**src/rtl/modn_pkg.sv**
```systemverilog
// Shared constants and elaboration helpers for the synchronous modulo-N counter.
package modn_pkg;

    localparam logic DIR_UP    = 1'b1;
    localparam logic DIR_DN    = 1'b0;
    localparam int   WRAPCNT_W = 8;

    // Legal when 2 <= modulus <= 2**width; width is capped so the shift stays in int range.
    function automatic bit modulus_ok(input int width, input int modulus);
        if (width < 1 || width > 30) begin
            return 1'b0;
        end
        return (modulus >= 2) && (modulus <= (1 << width));
    endfunction

endpackage

```
**src/rtl/modn_counter_if.sv**
```systemverilog
// Control/status bundle for modn_counter; wrap_cnt exists only with MODN_COUNTER_WRAPCNT_EN.
interface modn_counter_if #(
    parameter int WIDTH = 2
);
    logic             clear;
    logic             load;
    logic [WIDTH-1:0] load_val;
    logic             en;
    logic             up;
    logic [WIDTH-1:0] q;
    logic             tc;
    logic             wrap;
    logic             load_err;
`ifdef MODN_COUNTER_WRAPCNT_EN
    logic [modn_pkg::WRAPCNT_W-1:0] wrap_cnt;
`endif

    modport master (
        output clear, load, load_val, en, up,
`ifdef MODN_COUNTER_WRAPCNT_EN
        input  wrap_cnt,
`endif
        input  q, tc, wrap, load_err
    );

    modport slave (
        input  clear, load, load_val, en, up,
`ifdef MODN_COUNTER_WRAPCNT_EN
        output wrap_cnt,
`endif
        output q, tc, wrap, load_err
    );
endinterface

```
**src/rtl/modn_step.sv**
```systemverilog
// Combinational next-count and terminal-count for a modulo-MODULUS counter.
module modn_step
    import modn_pkg::*;
#(
    parameter int WIDTH   = 2,
    parameter int MODULUS = 3
) (
    input  logic [WIDTH-1:0] i_q,
    input  logic             i_up,
    output logic [WIDTH-1:0] o_next,
    output logic             o_tc
);
    localparam logic [WIDTH-1:0] MAX_VAL = WIDTH'(MODULUS - 1);

    logic w_at_max;
    logic w_at_zero;

    // Explicit compare against MODULUS-1 so MODULUS==2**WIDTH needs no special case.
    assign w_at_max  = (i_q == MAX_VAL);
    assign w_at_zero = (i_q == '0);
    assign o_tc      = (i_up == DIR_UP) ? w_at_max : w_at_zero;

    always_comb begin
        // NOTE: default first so no path through this block can infer a latch.
        o_next = i_q;
        if (i_up == DIR_UP) begin
            o_next = w_at_max ? '0 : i_q + 1'b1;
        end else begin
            o_next = w_at_zero ? MAX_VAL : i_q - 1'b1;
        end
    end
endmodule

```
**src/rtl/modn_counter.sv**
```systemverilog
// Synchronous up/down modulo-N counter with clear, checked load, tc and wrap pulse.
// Optional saturating wrap counter enabled by defining MODN_COUNTER_WRAPCNT_EN.
module modn_counter
    import modn_pkg::*;
#(
    parameter int WIDTH   = 2,
    parameter int MODULUS = 3
) (
    input  logic            clk,
    input  logic            reset,
    modn_counter_if.slave   bus
);
    localparam logic [WIDTH-1:0] MAX_VAL = WIDTH'(MODULUS - 1);

    if (!modulus_ok(WIDTH, MODULUS)) begin : g_bad_modulus
        $error("modn_counter: MODULUS must satisfy 2 <= MODULUS <= 2**WIDTH");
    end

    logic [WIDTH-1:0] r_q;
    logic             r_wrap;
    logic             r_load_err;
    logic [WIDTH-1:0] w_next;
    logic             w_tc;
    logic             w_load_ok;

    modn_step #(
        .WIDTH   (WIDTH),
        .MODULUS (MODULUS)
    ) u_step (
        .i_q    (r_q),
        .i_up   (bus.up),
        .o_next (w_next),
        .o_tc   (w_tc)
    );

    assign w_load_ok = (bus.load_val <= MAX_VAL);

    // Priority: clear > load > count > hold.
    always_ff @(posedge clk or negedge reset) begin
        // NOTE: non-blocking assignments keep every register sampling pre-edge values.
        if (!reset) begin
            r_q        <= '0;
            r_wrap     <= 1'b0;
            r_load_err <= 1'b0;
        end else if (bus.clear) begin
            r_q        <= '0;
            r_wrap     <= 1'b0;
            r_load_err <= 1'b0;
        end else if (bus.load) begin
            if (w_load_ok) begin
                r_q <= bus.load_val;
            end else begin
                r_load_err <= 1'b1;
            end
            r_wrap <= 1'b0;
        end else if (bus.en) begin
            r_q    <= w_next;
            r_wrap <= w_tc;
        end else begin
            r_wrap <= 1'b0;
        end
    end

`ifdef MODN_COUNTER_WRAPCNT_EN
    logic [WRAPCNT_W-1:0] r_wrap_cnt;

    always_ff @(posedge clk or negedge reset) begin
        if (!reset) begin
            r_wrap_cnt <= '0;
        end else if (bus.clear) begin
            r_wrap_cnt <= '0;
        end else if (!bus.load && bus.en && w_tc && (r_wrap_cnt != '1)) begin
            r_wrap_cnt <= r_wrap_cnt + 1'b1;
        end
    end

    assign bus.wrap_cnt = r_wrap_cnt;
`endif

    assign bus.q        = r_q;
    assign bus.tc       = w_tc;
    assign bus.wrap     = r_wrap;
    assign bus.load_err = r_load_err;
endmodule
```
**src/flat_wrapper.sv**
```systemverilog
// flat-port wrapper written by rule: the top's interface ports become plain ports
module modn_counter_flat import modn_pkg::*;
#(
    parameter int WIDTH   = 2,
    parameter int MODULUS = 3
)
  (clk, reset, bus_clear, bus_load, bus_load_val, bus_en, bus_up, bus_q, bus_tc, bus_wrap, bus_load_err);
  modn_counter_if #(.WIDTH(WIDTH)) bus_i ();
  input  logic clk;
  input  logic reset;
  input wire logic [$bits(bus_i.clear)-1:0] bus_clear;
  input wire logic [$bits(bus_i.load)-1:0] bus_load;
  input wire logic [$bits(bus_i.load_val)-1:0] bus_load_val;
  input wire logic [$bits(bus_i.en)-1:0] bus_en;
  input wire logic [$bits(bus_i.up)-1:0] bus_up;
  output wire logic [$bits(bus_i.q)-1:0] bus_q;
  output wire logic [$bits(bus_i.tc)-1:0] bus_tc;
  output wire logic [$bits(bus_i.wrap)-1:0] bus_wrap;
  output wire logic [$bits(bus_i.load_err)-1:0] bus_load_err;
  assign bus_i.clear = bus_clear;
  assign bus_i.load = bus_load;
  assign bus_i.load_val = bus_load_val;
  assign bus_i.en = bus_en;
  assign bus_i.up = bus_up;
  assign bus_q = bus_i.q;
  assign bus_tc = bus_i.tc;
  assign bus_wrap = bus_i.wrap;
  assign bus_load_err = bus_i.load_err;
  modn_counter #(.WIDTH(WIDTH), .MODULUS(MODULUS)) u_core (.clk(clk), .reset(reset), .bus(bus_i));
endmodule
```
**config.mk**
```make
export PLATFORM = sky130hd
export DESIGN_NAME = modn_counter_flat
export DESIGN_NICKNAME = d
export VERILOG_FILES = /design/src/rtl/modn_pkg.sv /design/src/rtl/modn_counter_if.sv /design/src/rtl/modn_step.sv /design/src/rtl/modn_counter.sv /design/src/flat_wrapper.sv
export SDC_FILE = /design/constraint.sdc
export NUM_CORES = 1
export LEC_CHECK = 0
export CORE_AREA = 2 2 39 41
export DETAILED_ROUTE_END_ITERATION = 6
export DIE_AREA = 0 0 41 43
export PLACE_DENSITY = 0.55
export SYNTH_ARGS = -nofsm -noshare
export SYNTH_HDL_FRONTEND = slang
export SYNTH_HIERARCHICAL = 1
export SYNTH_SLANG_ARGS = --single-unit
```
**constraint.sdc**
```tcl
create_clock -name clk -period 1.85 [get_ports clk]
set_clock_uncertainty 0.15 [all_clocks]
set_input_delay 0.2775 -clock clk [delete_from_list [all_inputs] [get_ports clk]]
set_output_delay 0.2775 -clock clk [all_outputs]
set_load 0.02 [all_outputs]
```
==> impl_metrics.tcl <==
set metrics [dict create \
    timing.fmax_mhz 581 \
    cp_slowest_cell "clkdlybuf4s50_1" \
    overflow 0 \
    grt_pass1_vias 256 \
    yosys_warnings 6 \
    track_usage_pct 7.77 \
    ios 13 \
    slew_headroom_pct 85.8 \
    htreeDepth 1 \
    path_max_fanout 3 \
    gp_congestion 0.615 \
    met3_length_um 28 \
    rsz0062_at_grt "no" \
    final_area_um2 448 \
    dieArea_um2 1760 \
    path_clk_slew_ns 0.04 \
    syn-instance-count 28 \
    seqCellArea_um2 100 \
    place_inst 59 \
    portBuffers 12 \
    hold_violations 0 \
    fin_util_pct 32.4 \
    cts_buffers 3 \
    p_per_area_nw_per_um2 620 \
    synth_nets 39 \
    crit_required_ns 1.42 \
    top_layer "met3" \
    netlist.area_leader.share_pct 37.4 \
    fill_cells 150 \
    end_kind "output port" \
    status "complete, no violations" \
    crit_path_cell_trace "buf_4 > clkdlybuf4s50_1" \
    regToRegStartpoint "u_core/bus.q[1]$_DFFE_PN0P_" \
    yosys.area.top_type "dfrtp_1" \
    fp-row-count 14 \
    worst-r2r-cell-count 6 \
    vdd_drop_max_uv 244 \
    worstPathArrival_ns 1.29 \
    power.leakage_nw 0.195 \
    wl_per_cell_um 9.26 \
    start_kind "register" \
    maxCapViolations 0 \
    postRouteAntennaNets 0 \
    cpPeakStageDelay_ns 0.59 \
    area_delta_synth_final_pct 67.3 \
    synthTopCellsByArea "dfrtp_1, ha_1, mux2_2" \
    core_area_um2 1380 \
    root_buffer "clkbuf_4" \
    clock-sinks 4 \
    setup_viol_count_final 0 \
    drt-initial-drc-count 1 \
    die_h_um 43 \
    first_pass_iters 2 \
    finalWirelength_um 574 \
    n_antenna_cell 0 \
    drc 0 \
    layout_common_cells "clkdlybuf4s50_1, nand2_1, dfrtp_1" \
    grt_first_pass_wirelength_um 890 \
    viasPerCell 3.90 \
    clk_path_buf_depth 2 \
    die_x_um 41 \
    dp_hpwl_um 476 \
    layout.nets 59 \
    min_period_over_period_pct 93.0 \
    met1_length_um 264 \
    hp-class "input pin to async pin" \
    clk_latency_ns 0.23 \
    path_class "register to output port" \
    worst_slew_pin_slew_ns 0.212 \
    cts_tree "done" \
    reg2reg_to "u_core/bus.q[1]$_DFFE_PN0P_" \
    slew_violations 0 \
    fin_setup_tns_ns 0 \
    syn_area_um2 268 \
    multi_input_area_um2 156 \
    wl_met2_um 282 \
    grt_antenna_before_repair 0 \
    start_util_pct 19.3 \
    ys_seq_elements 4 \
    layout-drive-gt1-share_pct 23.9 \
    vias 242 \
    place_area_um2 430 \
    r2r_slack_ns 0.37 \
    final_common_cell "clkdlybuf4s50_1" \
    ys_types 15 \
    stdcell_count 62 \
    fin_crit_ns 1.72 \
    grt_max_degree 8 \
    ys_seq_area_share_pct 37.4 \
    synth.avg_cell_area_um2 9.56 \
]
==> area by class of cell <==
class | instances | share of cell area [%]
Sequential cell | 4 | 22.3
Inverter | 3 | 2.51
Timing Repair Buffer | 15 | 30.7
Multi-Input combinational cell | 21 | 34.9
Tap cell | 16 | 4.47
Clock buffer | 3 | 5.03
==> power breakdown <==
part | internal (W) | total (W) | switching (W)
Clock | 0.0000722 | 0.000103 | 0.0000305
Combinational | 0.0000437 | 0.0000799 | 0.0000361
Sequential | 0.0000928 | 0.0000952 | 0.00000244
==> Yosys cell counts <==
cell type,n
a21o_1,1
nand3_1,1
nand3b_1,2
dfrtp_1,4
a21oi_2,1
o21ai_0,1
or2_1,1
nor3_1,1
ha_1,3
mux2_2,2
o2bb2ai_1,1
inv_1,3
o22a_2,1
a21oi_1,2
nand2_1,4
==> worst max-delay path, delay by kind of cell, from the launching register on <==
kind                   cells  cell delay (ns)
buffers and inverters      2             0.71
DFF                        1             0.36
==> through the flow <==
stage,worst slack (ns),hold WS [ns],power [W]
detailed placement,-0.220,0.339,0.000180
floorplan,0.294,-0.168,0.000133
global route,0.0763,0.108,0.000297
CTS,0.0178,0.0888,0.000289
finish,0.129,0.0953,0.000278
global placement,-0.212,0.338,0.000180
==> worst max path at each step <==
stage	from	endpoint	slack, ns	cells past startpoint
detailed placement	bus_up	bus_tc	-0.22	3
finish	u_core/bus.q[1]$_DFFE_PN0P_	bus_q[1]	0.13	2
floorplan	u_core/bus.q[0]$_DFFE_PN0P_	u_core/bus.q[1]$_DFFE_PN0P_	0.29	6
global route	u_core/bus.q[1]$_DFFE_PN0P_	bus_q[1]	0.08	2
CTS	u_core/bus.q[1]$_DFFE_PN0P_	bus_tc	0.02	4
global placement	bus_up	bus_tc	-0.21	3
==> sequential cells by signal (all words and copies together), names as in the netlist <==
| register | cells |
|---|---|
| u_core/bus.q | 2 |
| u_core/bus.load_err | 1 |
| u_core/bus.wrap | 1 |
==> cells by family after synthesis <==
family          Yosys count  share of synthesized area (%)
compound gates            7                           18.7
mux                       2                           8.41
fa+ha+maj                 3                           14.0
buf+inv                   3                           4.21
simple gates              9                           17.3
flops                     4                           37.4
==> layer usage <==
layer / track usage (%) / up-vias
met3: 1.57 / 0
met1: 8.17 / 102
li1: - / 134
met2: 11.6 / 6
met4: 8.00 / 0
met5: 0 / -
==> what timing repair did <==
item,4_1_cts,5_1_grt
resized for setup,2,1
endpoints found under the setup margin,1,1
hold buffers,0,0
buffers inserted,0,0
No activity file was read; power rests on OpenSTA's default activity.
